$ cat src/rtl/id_ex_pipeline_register.sv
// ID/EX pipeline register for the 5-stage RV32I core.
// Holds decode-stage control and operands for one cycle, with stall, flush and a saturating bubble counter.
module id_ex_pipeline_register #(
  parameter int unsigned XLEN       = 32,
  parameter int unsigned REG_ADDR_W = 5,
  parameter int unsigned CNT_W      = 16
) (
  input  logic                  clk,
  input  logic                  rst,
  input  logic                  StallE,
  input  logic                  FlushE,
  input  logic                  ValidD,
  input  logic                  RegWriteD,
  input  logic                  ResultSrcD,
  input  logic                  MemWriteD,
  input  logic                  BranchD,
  input  logic                  ALUSrcD,
  input  logic [2:0]            ALUControlD,
  input  logic [XLEN-1:0]       RD1D,
  input  logic [XLEN-1:0]       RD2D,
  input  logic [XLEN-1:0]       ImmExtD,
  input  logic [XLEN-1:0]       PCD,
  input  logic [XLEN-1:0]       PCPlus4D,
  input  logic [REG_ADDR_W-1:0] Rs1D,
  input  logic [REG_ADDR_W-1:0] Rs2D,
  input  logic [REG_ADDR_W-1:0] RdD,
  output logic                  ValidE,
  output logic                  RegWriteE,
  output logic                  ResultSrcE,
  output logic                  MemWriteE,
  output logic                  BranchE,
  output logic                  ALUSrcE,
  output logic [2:0]            ALUControlE,
  output logic [XLEN-1:0]       RD1E,
  output logic [XLEN-1:0]       RD2E,
  output logic [XLEN-1:0]       ImmExtE,
  output logic [XLEN-1:0]       PCE,
  output logic [XLEN-1:0]       PCPlus4E,
  output logic [REG_ADDR_W-1:0] Rs1E,
  output logic [REG_ADDR_W-1:0] Rs2E,
  output logic [REG_ADDR_W-1:0] RdE,
  output logic [CNT_W-1:0]      BubbleCount
);

  localparam int unsigned W_CTRL = 9;
  localparam int unsigned W_ALL  = W_CTRL + 5 * XLEN + 3 * REG_ADDR_W;

  // All stage fields travel as one word so hold and bubble zeroing treat every field identically.
  logic [W_ALL-1:0] w_d_word;
  logic [W_ALL-1:0] r_e_word;
  logic [CNT_W-1:0] r_bubble_count;

  assign w_d_word = {ValidD, RegWriteD, ResultSrcD, MemWriteD, BranchD, ALUSrcD,
                     ALUControlD, RD1D, RD2D, ImmExtD, PCD, PCPlus4D,
                     Rs1D, Rs2D, RdD};

  always_ff @(posedge clk) begin
    if (rst) begin
      r_e_word <= '0;
    end else if (FlushE) begin
      r_e_word <= '0;
    end else if (!StallE) begin
      r_e_word <= w_d_word;
    end
  end

  always_ff @(posedge clk) begin
    if (rst) begin
      r_bubble_count <= '0;
    end else if (FlushE && (r_bubble_count != '1)) begin
      r_bubble_count <= r_bubble_count + 1'b1;
    end
  end

  assign {ValidE, RegWriteE, ResultSrcE, MemWriteE, BranchE, ALUSrcE,
          ALUControlE, RD1E, RD2E, ImmExtE, PCE, PCPlus4E,
          Rs1E, Rs2E, RdE} = r_e_word;
  assign BubbleCount = r_bubble_count;

endmodule

$ cat config.mk
export PLATFORM = sky130hd
export DESIGN_NAME = id_ex_pipeline_register
export DESIGN_NICKNAME = d
export VERILOG_FILES = /design/src/rtl/id_ex_pipeline_register.sv
export SDC_FILE = /design/constraint.sdc
export NUM_CORES = 1
export LEC_CHECK = 0
export CAP_MARGIN = 10
export CORE_AREA = 2 2 153 155
export CTS_CLUSTER_SIZE = 12
export DETAILED_ROUTE_END_ITERATION = 12
export DIE_AREA = 0 0 155 157
export HOLD_SLACK_MARGIN = 0.02
export PLACE_DENSITY = 0.69
export SLEW_MARGIN = 10
export SYNTH_ARGS = -nofsm -noshare
export SYNTH_HDL_FRONTEND = slang
export SYNTH_SLANG_ARGS = --single-unit
$ cat constraint.sdc
create_clock -name clk -period 2.1 [get_ports clk]
set_input_delay 0.315 -clock clk [delete_from_list [all_inputs] [get_ports clk]]
set_output_delay 0.315 -clock clk [all_outputs]
set_load 0.02 [all_outputs]
# After elaboration in Yosys (flattened, before gate mapping)

Cells that the tools add are included.
Widths: inputs -> output; s select.

Memory bits (writable): 0
Flip-flop bits (word level): 200
Logic and storage cells: 6
Input port bits: 188
Latch bits: 0
ROM bits: 0
Memories kept: 0
Output and inout port bits: 200

Magnitude comparators: 0
Mux-type cells: 0
Multipliers: 0
Divide/modulo/power cells: 0
Shift-type cells: 0
Bitwise logic cells: 0
Reduce and logical (&&, ||, !) cells: 2
Add/sub/neg operators: 1
Equality and inequality tests: 1

Operators with widths:

| cell                  | number |
|---|---|
| $add 16x1->16 const B | 1 |
| $ne 16x16->1 const B  | 1 |
| $reduce_or 2->1       | 1 |
| $logic_and 1x1->1     | 1 |

# Depth between registers and ports, before layout

Gate-level depths: netlist of run 1.

Depth after elaboration: 2
Mapped depth: 6

# Worst setup path before layout of run 1

Ideal clock, no wire load.

Path type: reg-to-reg
From: register r_bubble_count[0], in the netlist BubbleCount[0]
To: register r_bubble_count[1], in the netlist BubbleCount[1]
Period minus slack after synthesis: 1.631 ns
Library setup time: 0.128 ns
Cell stages (with the launch flop): 6
Slack: 0.469 ns
Path buffers: 0
Data arrival time: 1.504 ns
Path through: dfxtp_1 > ha_1 > nand3_1 > o41ai_2 > mux2i_1 > nor2_1

Longest elaborated chain between the ends: 2
Elaborated cells on any way between the ends: 3

RTL lines:

| element                                               | line | RTL |
|---|---|---|
| start: declaration                                    | 51   | `logic [CNT_W-1:0] r_bubble_count;` |
| start signal: assignment                              | 71   | `r_bubble_count <= r_bubble_count + 1'b1;` |
| branches (longest 2 deep; another with $add 16x1->16) | -    |  |

Parallel ways; which one is timed is not known.
A chain may end at the register's enable or synchronous reset.

# Final worst setup path of run 1

From: register r_bubble_count[4], in the netlist BubbleCount[4]
To: output BubbleCount[4]

RTL lines:

| element          | line | RTL |
|---|---|---|
| end: declaration | 42   | `output logic [CNT_W-1:0] BubbleCount` |

No word-level cell between the ends.

==> metrics.txt, run 1 <==
outcome finished, final reports clean; cts hold-fix bufs 0; first-pass GRT wire length 33.3 mm; Wirelength per Cell between 15 and 20 um; Synthesized Nets between 800 and 900; # Post-CTS Setup Buffers 0; Tcrit/Tclk final approximately 89%; skew final approximately 0.010 ns; Max Cap Viol 0; IO Pins between 300 and 400; Routability Congestion just under 0.8; RSZ-0062 raised after global routing no; synth warn 0; Seq cells post-synth 200; DR vias around 6000; worst path setup slack after routing ~0.22 ns; WP buf/inv 1; crit path cell chain clkdlybuf4s50_1; ys flop type dfxtp_1; Max VDD drop between 0.5 and 0.6 mV; async set-reset flop share out of synthesis 0%; Peak Freq approximately 530 MHz; number of flops mapped to enable cells by yosys 0; CP Max Fanout 8; vias per inst ~4.5; internal reg-to-reg setup slack 0.41 ns; Syn Inst Count a little under 700; layout cells sized above 1 between 5 and 6%; final WL ~22 mm; vias in the first global route approximately 6000; GRT Total Usage ~18%; Post-Syn Area about 7300 sq um; width of the chip approximately 160 um; max incr delay on CP 0.68 ns; CTS sink count 200; CTS Buf Count 17; IO Port Bufs around 390; Critical path origin BubbleCount[4]; Core ar. 22500 sq um; Seq/Total Area, Yosys roughly 55%; CTS Root Cell clkbuf_16; worst slew pin tran about 0.44 ns; TritonCTS clock tree done; Pwr per Cell Area roughly 700 nW/um^2; Fin Setup TNS 0 ns; Final Hold Viols 0; post-DP HPWL around 17 mm; Area Growth Syn to Fin 66.7%; post-synth cell types 36; DRC viols 0; antenna violations before repair 0; Tmin final 1.88 ns; Rows 55; hold crit path type primary input to flip-flop; fillcell total just over 2000; startpoint types flip-flop; drt first pass iters 5; Worst-path clk slew approximately 0.080 ns; final core occ 53.9%; largest net degree at the start of global routing 74; Final Slew Violations 0; Post-CTS Resized 0; Setup CP Type flip-flop to output port; Setup-failing EPs final 0; reg2reg start BubbleCount[0]; min-delay src StallE; Mapped Avg Cell Area about 11 sq um; Required @ worst endpoint between 1.5 and 2 ns; Initial Util 32.4%; Post-Place Setup Slack 0.212 ns; Placed Area ~12000 sq um; Die ar. 24300 sq um; fin nets about 1300; CTS max path bufs 2; Total Power between 8 and 9 mW; design area approximately 12000 sq um; grt ovf 0; Iteration-0 DRC Markers between 300 and 400; Final ANT Viol Nets 0; kind of cell adding the most delay to the critical path buffers and inverters; Slew headroom around 70%; Leak Pwr 4.96 nW; Arrival @ worst endpoint roughly 1.6 ns; die height 157 um; Ant. Diodes 0; crit end category output port; # H-tree levels 4; CP max stage cell clkdlybuf4s50_1; clk_lat worst skew between 0.4 and 0.5 ns
==> cell usage in the layout (no fill, tap or decap), drive strengths merged <==
cell / n
a21oi: 11
and2: 2
and3: 2
and4: 4
buf: 21
bufinv: 1
clkbuf: 19
clkdlybuf4s50: 386
clkinv: 6
dfxtp: 200
ha: 1
inv: 6
mux2i: 186
nand2: 3
nand3: 7
nand4: 6
nor2: 192
nor2b: 1
nor3: 4
nor4: 2
o2111ai: 1
o211ai: 1
o21ai: 5
o31a: 1
o31ai: 3
o41ai: 2
or2: 1
or3: 4
or4: 2
xor2: 3
==> final cells by class <==
class                           count  area [sq um]  share of cell area (%)
Tap cell                          285           357                    2.94
Sequential cell                   200          4000                    33.0
Multi-Input combinational cell    444          3050                    25.1
Timing Repair Buffer              407          4140                    34.1
Clock buffer                       19           443                    3.65
Clock inverter                     12           134                    1.10
Inverter                            1          3.75                  0.0309
==> cell families (layout without fill, tap and decap cells) <==
logic type               after synthesis  count (layout)  share of synthesized area (%)
AO/OA/AOI/OAI                         24              24                           2.10
XOR/XNOR                               3               3                          0.361
adder cells (fa/ha/maj)                1               1                          0.172
buffers and inverters                 47             439                           3.13
flip-flops                           200             200                           55.0
multiplexers                         186             186                           25.6
AND/OR/NAND/NOR                      230             230                           13.7
==> stage by stage <==
| step | hold slack (ns) | std cells |
|---|---|---|
| finish | 0.354 | 1368 |
| global route | 0.354 | 1368 |
| CTS | 0.343 | 1368 |
| detailed placement | 0.483 | 1337 |
| global placement | 0.473 | 1337 |
| floorplan | 0.459 | 691 |
==> cells in the mapped netlist, types with 2 or more instances <==
library cell	instances	area, sq um
a21oi_1	11	55.1
or3_1	4	25.0
and4_1	3	26.3
dfxtp_1	200	4000
buf_6	2	22.5
clkbuf_1	13	48.8
nand2_1	3	11.3
or4_1	2	15.0
mux2i_1	186	1860
xor2_1	3	26.3
buf_2	29	145
o31ai_1	3	22.5
nor3_1	4	20.0
buf_1	2	7.51
nor2_1	192	721
o21ai_0	4	20.0
nand4_2	2	25.0
nand4_1	4	25.0
and2_1	2	12.5
nand3_1	6	30.0
==> where the power goes <==
group          leakage [nW]  internal [mW]  switching (mW)  total (mW)
clock network         0.284           1.71            1.54        3.24
logic                  3.05          0.717           0.512        1.23
registers              1.63           3.91          0.0624        3.97
==> final timing paths <==
check / cells past startpoint / to
setup / recovery: 1 / BubbleCount[4]
hold / removal: 3 / r_e_word[4]
setup reg to reg: 5 / BubbleCount[1]
hold reg to reg: 2 / r_e_word[145]
==> metal layers <==
layer	global-route usage (%)	vias up	routed length, um
li1	-	3095	-
met2	30.8	197	11400
met1	20.8	2855	9090
met4	5.38	0	296
met3	5.23	19	1530
met5	0	-	0
==> state kept, by name, summed over array words and instances (netlist names) <==
name / flops
BubbleCount: 16
r_e_word: 184
Note: power is estimated with default switching activity, not from simulation.
==> run 2: changes to the inputs <==
Settings changed: CORE_AREA 2 2 153 155 to 2 2 152 154, DIE_AREA 0 0 155 157 to 0 0 154 156, PLACE_DENSITY 0.69 to 0.7.
Clock period 2.1 ns to 2.3 ns, I/O delays scaled along.
==> run 2 against run 1 <==
  * Clock power decreased by 10%
  * Sequential power decreased by 8.6%
  * Critical path depth unchanged
  * Final cell count decreased by 0.44%
  * Utilization decreased by 0.054 points
  * Global-route usage increased by 0.13 points
  * Final area decreased by 0.71%
  * Critical endpoint is now BubbleCount[3]
  * Largest cell class unchanged
  * Highest routed layer unchanged
==> metrics.txt, run 2 (same netlist as run 1, synthesis figures left out) <==
cts hold-fix bufs 0; Routability Congestion a little over 0.8; Iteration-0 DRC Markers 310; width of the chip approximately 150 um; Initial Util approximately a third; design area 12000 sq um; internal reg-to-reg setup slack about 0.6 ns; RSZ-0062 raised after global routing no; vias per inst roughly 4.5; Setup CP Type flip-flop to output port; layout cells sized above 1 about 4.8%; final WL 22.1 mm; CTS max path bufs 2; clk_lat worst skew 0.43 ns; Placed Area 11500 sq um; Leak Pwr between 4 and 5 nW; CTS Buf Count 17; Peak Freq between 400 and 500 MHz; # Post-CTS Setup Buffers 0; DRC viols 0; Area Growth Syn to Fin 65.5%; worst slew pin tran 0.490 ns; vias in the first global route between 5000 and 6000; crit end category output port; Final Slew Violations 0; Core ar. between 20000 and 25000 sq um; die height between 150 and 200 um; most flop-heavy register r_e_word; Required @ worst endpoint approximately 2.0 ns; post-DP HPWL 16.5 mm; outcome finished, final reports clean; startpoint types flip-flop; Tmin final 2.03 ns; IO Pins slightly below 400; commonest non-fill, non-tap cell in the layout clkdlybuf4s50_1; fin nets approximately 1300; TritonCTS clock tree done; kind of cell adding the most delay to the critical path buffers and inverters; Fin Setup TNS 0 ns; Rows 55; hold crit path type primary input to flip-flop; Final ANT Viol Nets 0; IO Port Bufs approximately 390; antenna violations before repair 0; CTS sink count 200; Max Cap Viol 0; number of flip-flops in the largest register between 150 and 200; CTS Root Cell clkbuf_16; skew final around 0.014 ns; Final Hold Viols 0; Arrival @ worst endpoint between 1.5 and 2 ns; Max VDD drop 0.402 mV; Die ar. 24000 sq um; CP max stage cell clkdlybuf4s50_1; first-pass GRT wire length around 33 mm; drt first pass iters 4; most frequent cells in the layout 386 x clkdlybuf4s50_1, 200 x dfxtp_1, 192 x nor2_1; Ant. Diodes 0; Pwr per Cell Area ~630 nW/um^2; DR vias 6109; Tcrit/Tclk final 88.1%; Worst-path clk slew around 0.08 ns; Post-CTS Resized 0; CP Max Fanout 11; grt ovf 0; crit path cell chain clkdlybuf4s50_1; Wirelength per Cell around 16 um; largest net degree at the start of global routing around 90; GRT Total Usage about 18%; max incr delay on CP 0.70 ns; WP buf/inv 1; Slew headroom 67.4%; # H-tree levels 4; Setup-failing EPs final 0
-- run 2: final cells by class --
| cell class | count | area (sq um) |
|---|---|---|
| fill | 1978 | 10300 |
| multi-input combinational | 444 | 3050 |
| tap | 285 | 357 |
| timing repair buffer | 400 | 4060 |
| clock buffer | 19 | 433 |
| clock inverter | 13 | 135 |
| sequential | 200 | 4000 |
| inverter | 1 | 3.75 |
-- run 2: through the flow --
stage | utilization (%) | hold WS [ns] | total power, mW | std cells | setup WS, ns
after floorplan | - | 0.489 | 4.19 | 691 | 0.669
after global placement | 51.3 | 0.473 | 4.81 | 1330 | 0.308
after detailed placement | 51.3 | 0.483 | 4.82 | 1330 | 0.282
after CTS | 53.9 | 0.420 | 7.75 | 1362 | 0.257
after global routing | 53.9 | 0.437 | 7.99 | 1362 | 0.182
final | 53.9 | 0.432 | 7.64 | 1362 | 0.274
-- run 2: worst paths after layout --
path                         end  depth (start not counted)            from
setup reg to reg  BubbleCount[9]                          5  BubbleCount[0]
setup / recovery  BubbleCount[3]                          1  BubbleCount[3]
hold / removal     r_e_word[138]                          3          StallE
hold reg to reg     r_e_word[32]                          2    r_e_word[32]
-- run 2: layer usage --
layer	wire [um]	GRT usage [%]	share of wire (%)
met5	0	0	0
met2	10900	29.6	49
met1	9490	22.5	43
met4	408	6.01	1.8
met3	1310	4.42	5.9
-- run 2: where the power goes --
part / switching, mW / internal (mW) / total, mW / leakage [nW]
logic: 0.460 / 0.644 / 1.10 / 3.00
clock network: 1.46 / 1.45 / 2.91 / 0.279
registers: 0.0585 / 3.57 / 3.63 / 1.63
total: 1.98 / 5.66 / 7.64 / 4.91
